File: src/rtl/uart_pkg.sv
// Shared constants for the UART receive front end.
// Oversampling points, FSM state codes and the bit-vote helper.
package uart_pkg;

    localparam int OS_RATE = 16;
    localparam int SMP_LO  = 7;
    localparam int SMP_MID = 8;
    localparam int SMP_HI  = 9;
    localparam int OS_LAST = 15;

    typedef logic [2:0] state_t;

    localparam state_t IDLE  = 3'd0;
    localparam state_t START = 3'd1;
    localparam state_t DATA  = 3'd2;
    localparam state_t STOP  = 3'd3;
    localparam state_t BREAK = 3'd4;

    function automatic logic maj3(input logic [2:0] s);
        return (s[0] & s[1]) | (s[0] & s[2]) | (s[1] & s[2]);
    endfunction

endpackage

File: src/rtl/uart_sync_fifo.sv
// First-word-fall-through byte queue.
// Extra pointer MSB separates full from empty.
module uart_sync_fifo
    import uart_pkg::*;
#(
    parameter int WIDTH = 8,
    parameter int DEPTH = 4
) (
    input  logic             clk,
    input  logic             rstn,
    input  logic             push,
    input  logic [WIDTH-1:0] wdata,
    input  logic             pop,
    output logic [WIDTH-1:0] rdata,
    output logic             full,
    output logic             empty
);

    localparam int AW = $clog2(DEPTH);
    localparam int PW = AW + 1;

    logic [WIDTH-1:0] mem [DEPTH];
    logic [PW-1:0]    wr_ptr;
    logic [PW-1:0]    rd_ptr;
    logic             push_ok;
    logic             pop_ok;

    assign empty   = (wr_ptr == rd_ptr);
    assign full    = (wr_ptr[AW] != rd_ptr[AW]) &&
                     (wr_ptr[AW-1:0] == rd_ptr[AW-1:0]);
    assign pop_ok  = pop && !empty;
    assign push_ok = push && (!full || pop);
    assign rdata   = mem[rd_ptr[AW-1:0]];

    // Storage and pointer advance; a pop frees the slot a same-cycle push uses
    always_ff @(posedge clk) begin
        if (!rstn) begin
            wr_ptr <= '0;
            rd_ptr <= '0;
            for (int i = 0; i < DEPTH; i++) begin
                mem[i] <= '0;
            end
        end else begin
            if (push_ok) begin
                mem[wr_ptr[AW-1:0]] <= wdata;
                wr_ptr <= wr_ptr + PW'(1);
            end
            if (pop_ok) begin
                rd_ptr <= rd_ptr + PW'(1);
            end
        end
    end

endmodule

File: src/rtl/uart_rx_byte_fifo.sv
// 8N1 receiver with 16x oversampling and 3-sample majority vote.
// Received bytes are queued and offered on a vld/rdy handshake.
module uart_rx_byte_fifo
    import uart_pkg::*;
#(
    parameter int CLK_FREQ   = 100_000_000,
    parameter int BAUD       = 9600,
    parameter int FIFO_DEPTH = 4
) (
    input  logic       clk,
    input  logic       rstn,
    input  logic       rxd,
    output logic [7:0] d_rx,
    output logic       vld_rx,
    input  logic       rdy_rx,
    output logic       frm_err,
    output logic       ovf
);

    localparam int DIV_RAW = CLK_FREQ / (BAUD * OS_RATE);
    localparam int DIV     = (DIV_RAW < 1) ? 1 : DIV_RAW;
    localparam int DW      = (DIV > 1) ? $clog2(DIV) : 1;

    logic          rx_meta;
    logic          rxs;
    logic [DW-1:0] div_cnt;
    logic          tick;
    logic [3:0]    os_cnt;
    logic [2:0]    bit_cnt;
    logic [2:0]    smp;
    logic [7:0]    shreg;
    logic          eval;
    logic          vote;
    logic          push;
    logic          full;
    logic          empty;
    state_t        state;
    state_t        state_n;

    assign tick = (div_cnt == DW'(DIV - 1));
    assign eval = tick && (os_cnt == 4'(OS_LAST));
    assign vote = maj3(smp);

    // Two-flop synchronizer; resets to the idle line level
    always_ff @(posedge clk) begin
        if (!rstn) begin
            rx_meta <= 1'b1;
            rxs     <= 1'b1;
        end else begin
            rx_meta <= rxd;
            rxs     <= rx_meta;
        end
    end

    // Free-running divider producing the 16x oversample tick
    always_ff @(posedge clk) begin
        if (!rstn) begin
            div_cnt <= '0;
        end else if (tick) begin
            div_cnt <= '0;
        end else begin
            div_cnt <= div_cnt + DW'(1);
        end
    end

    // FSM state register
    always_ff @(posedge clk) begin
        if (!rstn) begin
            state <= IDLE;
        end else begin
            state <= state_n;
        end
    end

    // FSM next-state decode
    always_comb begin
        state_n = state;
        unique case (state)
            IDLE:    if (tick && !rxs) state_n = START;
            START:   if (eval) state_n = vote ? IDLE : DATA;
            DATA:    if (eval && bit_cnt == 3'd7) state_n = STOP;
            STOP:    if (eval) state_n = vote ? IDLE : BREAK;
            BREAK:   if (tick && rxs) state_n = IDLE;
            default: state_n = IDLE;
        endcase
    end

    // FSM outputs: push or flag error on the stop-bit evaluation
    always_comb begin
        push    = 1'b0;
        frm_err = 1'b0;
        if (state == STOP && eval) begin
            push    = vote;
            frm_err = !vote;
        end
    end

    // Oversample counter, bit samples, bit counter and shift register
    always_ff @(posedge clk) begin
        if (!rstn) begin
            os_cnt  <= '0;
            bit_cnt <= '0;
            smp     <= 3'b111;
            shreg   <= '0;
        end else if (tick) begin
            if (state == IDLE) begin
                os_cnt <= rxs ? 4'd0 : 4'd1;
            end else if (state == BREAK) begin
                os_cnt <= '0;
            end else begin
                os_cnt <= os_cnt + 4'd1;
            end
            if (os_cnt == 4'(SMP_LO))  smp[0] <= rxs;
            if (os_cnt == 4'(SMP_MID)) smp[1] <= rxs;
            if (os_cnt == 4'(SMP_HI))  smp[2] <= rxs;
            if (eval && state == START) begin
                bit_cnt <= '0;
            end
            if (eval && state == DATA) begin
                bit_cnt <= bit_cnt + 3'd1;
                shreg   <= {vote, shreg[7:1]};
            end
        end
    end

    // Sticky overflow when a byte arrives with the queue full and no pop
    always_ff @(posedge clk) begin
        if (!rstn) begin
            ovf <= 1'b0;
        end else if (push && full && !rdy_rx) begin
            ovf <= 1'b1;
        end
    end

    uart_sync_fifo #(
        .WIDTH (8),
        .DEPTH (FIFO_DEPTH)
    ) u_fifo (
        .clk   (clk),
        .rstn  (rstn),
        .push  (push),
        .wdata (shreg),
        .pop   (rdy_rx),
        .rdata (d_rx),
        .full  (full),
        .empty (empty)
    );

    assign vld_rx = !empty;

endmodule
File: config.mk
export PLATFORM = sky130hd
export DESIGN_NAME = uart_rx_byte_fifo
export DESIGN_NICKNAME = d
export VERILOG_FILES = /design/src/rtl/uart_pkg.sv /design/src/rtl/uart_sync_fifo.sv /design/src/rtl/uart_rx_byte_fifo.sv
export SDC_FILE = /design/constraint.sdc
export NUM_CORES = 1
export LEC_CHECK = 0
export ABC_CLOCK_PERIOD_IN_PS = 6500
export BUFFER_PORTS_ARGS = -buffer_cell sky130_fd_sc_hd__clkbuf_2
export CAP_MARGIN = 20
export CELL_PAD_IN_SITES_DETAIL_PLACEMENT = 0
export CELL_PAD_IN_SITES_GLOBAL_PLACEMENT = 1
export CORE_ASPECT_RATIO = 1.2
export CORE_MARGIN = 2
export CORE_UTILIZATION = 52
export DETAILED_ROUTE_END_ITERATION = 7
export PLACE_DENSITY = 0.82
export SYNTH_ARGS = -nofsm -noshare
export SYNTH_HDL_FRONTEND = slang
export SYNTH_SLANG_ARGS = --single-unit
File: constraint.sdc
create_clock -name clk -period 6.5 [get_ports clk]
set_input_delay 0.65 -clock clk [delete_from_list [all_inputs] [get_ports clk]]
set_output_delay 0.65 -clock clk [all_outputs]
set_load 0.01 [all_outputs]
After elaboration in Yosys (flattened, before gate mapping)
Memory sizes are Yosys's and may differ from the RTL's. A register that Yosys moved wholly into a read port is not among the register bits. Index checks and enable logic that the tools add are counted.

Bits in registers: 40. Bits in writable memories: 32. Memories: 1.

Add/sub/neg operators: 5. Eq/ne operators: 18. Multiplexer cells: 24. Bitwise gates (word level): 6. Reduce and logical (&&, ||, !) cells: 28.

Memory list: u_fifo.mem (words 4, bits a word 8, rd ports 1, clocked after Yosys merged registers in 1, write ports 4, line uart_sync_fifo.sv:22) `logic [WIDTH-1:0] mem [DEPTH];`.

Operators by type and width (number): 2-to-1 mux 3 bit (8); case mux 3 bit (5 select lines) (1); == test 4 bit (second input constant) (3); logical AND 1 bit (12); adder 10 x 1 -> 10 bit (second input constant) (1); == test 10 bit (second input constant) (1); inequality test 2 bit (second input constant) (5); AND reduction 2 bit (5); adder 3 x 1 -> 3 bit (second input constant) (3); 2-to-1 mux 1 bit (8); 2-to-1 mux 2 bit (4); 2-to-1 mux 4 bit (2); 2-to-1 mux 8 bit (1); OR reduction 8 bit (1); == test 3 x 2 -> 1 bit (second input constant) (2); == test 3 bit (second input constant) (2); logical NOT 1 bit (5); AND reduction 5 bit (1); adder 4 x 1 -> 4 bit (second input constant) (1); == test 4 x 3 -> 1 bit (second input constant) (1); bitwise AND 1 bit (3); == test 3 x 1 -> 1 bit (second input constant) (1); == test 3 bit (1); logical NOT 3 bit (1); other kinds (7) (8).

Logic depth before layout (Yosys ltp)
Depth after elaboration: 10. Mapped depth: 7.

By module
From an unflattened synthesis, not the netlist that was laid out.

Cell total of the unflattened synthesis: 318. Area total of the unflattened synthesis: 3598.5 µm².

Modules (own cells, without submodules): uart_sync_fifo (instances 1, cells each 149, area an instance 2033.2 µm²); uart_rx_byte_fifo (instances 1, cells each 169, area an instance 1565.3 µm²).

Worst setup path after synthesis
OpenSTA, ideal clock, no wires.

Path kind: reg2reg. From: reg div_cnt[4]. To: mem u_fifo.mem[3][0] (enable). Setup time: 0.384 ns. Arrival time: 2.339 ns. Data required time: 6.116 ns. Setup slack: 3.777 ns. Stages on the path, launching flop included: 5. Path buffers: 0. Period minus slack after synthesis: 2.723 ns. Cell sequence: dfxtp_1 -> or4b_4 -> nor4_2 -> nand2_1 -> o21ai_0.

RTL lines: from (decl) (line uart_rx_byte_fifo.sv:26) `logic [DW-1:0] div_cnt;`; from (signal assigned) (line uart_rx_byte_fifo.sv:62) `div_cnt <= div_cnt + DW'(1);`; to (decl) (line uart_sync_fifo.sv:22).

==> results.yml <==
final_layout:
  stdcell_area_um2: 3670
  antenna_cells: 0
  layout-drive-gt1-share_pct: 16.2
  final_core_utilization_pct: 59.9
  final_nets: 342
  syn_to_final_growth_pct: 10.3
route:
  avgViaCountPerCell: 5.50
  drtIter0Drc: 133
  ant_nets: 0
  wl_per_cell_um: 14.3
  drt_wl_total_um: 5950
  num_vias: 2287
  first_pass_iters: 4
  drcViolationCount: 0
floorplanning:
  std_cell_rows: 31
  core_area_um2: 6130
  fp.dieArea_um2: 7060
  start_util_pct: 54.3
  die_width_um: 77.1
  die_h_um: 91.7
  pin_count: 15
yosys:
  synth_most_common_cell: "nor2_1"
  synth_area_leaders: "edfxtp_1, dfxtp_1, mux4_2"
  synth_top_area_cell: "edfxtp_1"
  syn_area_per_cell_um2: 10.5
  synth_top_cell_area_share_pct: 28.9
  yosys_most_used_dff: "dfxtp_1"
  synthTopCellsByCount: "nor2_1, dfxtp_1, edfxtp_1"
  ys_seq_area_share_pct: 54.1
  synthArstFlopShare_pct: 0
  ys_warn_count: 0
  synth_edf_count: 32
  syn_area_um2: 3330
  syn_inst: 316
  synth_cell_types: 49
  syn_nets: 329
  ys_seq_elements: 74
global_route:
  grt_pass1_vias: 2246
  antenna_found_initial: 0
  gr-usage-met3_pct: 2.95
  grt_pass1_wl_um: 10300
  met2_usage_pct: 33.2
  busiest_layer: "met2"
  grtUsageTotal_pct: 18.5
  grt.overflow.total: 0
  grt_start_max_net_pins: 24
  grt_use_met1_pct: 22.0
cts:
  cts_buffers: 9
  clockBufferDepth: 2
  cts-resized-gates: 0
  htreeDepth: 3
  cts_setup_buffers: 0
  clkLatencyLatePin_ns: 0.33
  cts_sinks: 74
  cts-root-buf: "clkbuf_8"
  holdBufCountCts: 0
  cts_tree: "built"
  clk_pin_slew_ns: 0.08
timing:
  final_hold_viol_count: 0
  setup_viol: 0
  period_share_pct: 49.4
  fmax_mhz: 312
  slew_viol_final: 0
  worst_pin_slew_ns: 1.00
  skew_ns: 0.0116
  slew_headroom_pct: 32.6
  grt_setup_unrepaired: "false"
  timing.hold.ws_ns: 0.413
  min_period_ns: 3.21
  finalSetupTns_ns: 0
pwr:
  cellPowerDensity_nw_per_um2: 246
  fin_total_pwr_mw: 0.902
  ir_drop_v: 0.000127
  p_leak_nw: 1.23
worst_hold_path:
  min-delay-path-class: "reg2reg"
  holdCritStartpoint: "rx_meta"
worst_setup_path:
  cp.arrival_ns: 3.16
  cp.required_ns: 6.45
  critPathKind: "reg2reg"
  crit_start: "div_cnt[4]"
  critPathLaunchType: "register"
  r2r_start: "div_cnt[4]"
  crit_fanout: 9
  endpoint_kind: "register"
placement:
  place_area_um2: 3450
  dpl.hpwl_um: 4330
  port_buffers: 14
  place.gp.congestion: 0.721
status:
  status: "finished, final reports clean"
job:
  max-cap-violations: 0
worst max-delay path, stage by stage, from the launching register on:
cell and delay (ns):
dfxtp_1 0.36, or4b_4 0.58, nor4_2 0.67, nand2_1 0.34, o21ai_0 0.88
area by class of cell:
type | count | area [um^2]
timing repair buffer | 15 | 77.6
multi-input combinational | 223 | 1450
clock inverter | 7 | 93.8
fill | 543 | 2460
clock buffer | 9 | 124
tap | 82 | 103
sequential | 74 | 1800
inverter | 6 | 22.5
logic make-up (layout without fill, tap and decap cells):
group | Yosys count | count (layout) | synth area share, %
adder cells (fa/ha/maj) | 10 | 10 | 3.68
flip-flops | 74 | 74 | 54.1
XOR/XNOR | 15 | 15 | 3.94
AND/OR/NAND/NOR | 136 | 136 | 21.2
AO/OA/AOI/OAI | 53 | 53 | 9.02
buffers and inverters | 19 | 37 | 2.37
multiplexers | 9 | 9 | 5.71
flip-flops by register name (all words and copies together), names as in the netlist, 3 cells and up, named ones only:
name	cells
u_fifo.wr_ptr	3
bit_cnt	3
shreg	8
state	3
div_cnt	10
os_cnt	4
u_fifo.mem	32
smp	3
u_fifo.rd_ptr	3
stage by stage:
stage / setup slack, ns / std cells
after floorplan: 3.78 / 316
after global placement: 3.42 / 400
after detailed placement: 3.32 / 400
after CTS: 3.30 / 416
after global routing: 3.02 / 416
final: 3.29 / 416
where the power goes:
group | leakage [nW] | switching [mW] | total (mW) | internal (mW)
Combinational | 0.480 | 0.0140 | 0.0220 | 0.00808
Sequential | 0.643 | 0.00504 | 0.501 | 0.496
Clock | 0.105 | 0.164 | 0.379 | 0.215
metal layers:
layer,vias up,wire [um]
li1,1166,-
met1,1084,2610
met2,33,3150
met3,4,138
met4,0,51
met5,-,0
layout by cell type, fill, tap and decap left out, types with 8 or more instances in the layout:
cell / Yosys / final
nor2_1: 46 / 46
dfxtp_1: 42 / 42
edfxtp_1: 32 / 32
nand2_1: 24 / 24
o21ai_0: 21 / 21
a21oi_1: 21 / 21
nand3_1: 18 / 18
clkbuf_2: 0 / 14
ha_1: 9 / 9
clkbuf_8: 0 / 9
mux4_2: 8 / 8
xor2_1: 8 / 8
final timing paths:
kind	end	slack, ns	cells past startpoint
hold / removal	rxs	0.41	1
setup / recovery	u_fifo.mem[3][3]	3.29	4
setup reg to reg	u_fifo.mem[3][3]	3.29	4
hold reg to reg	rxs	0.41	1
No activity file was read; power rests on OpenSTA's default activity.
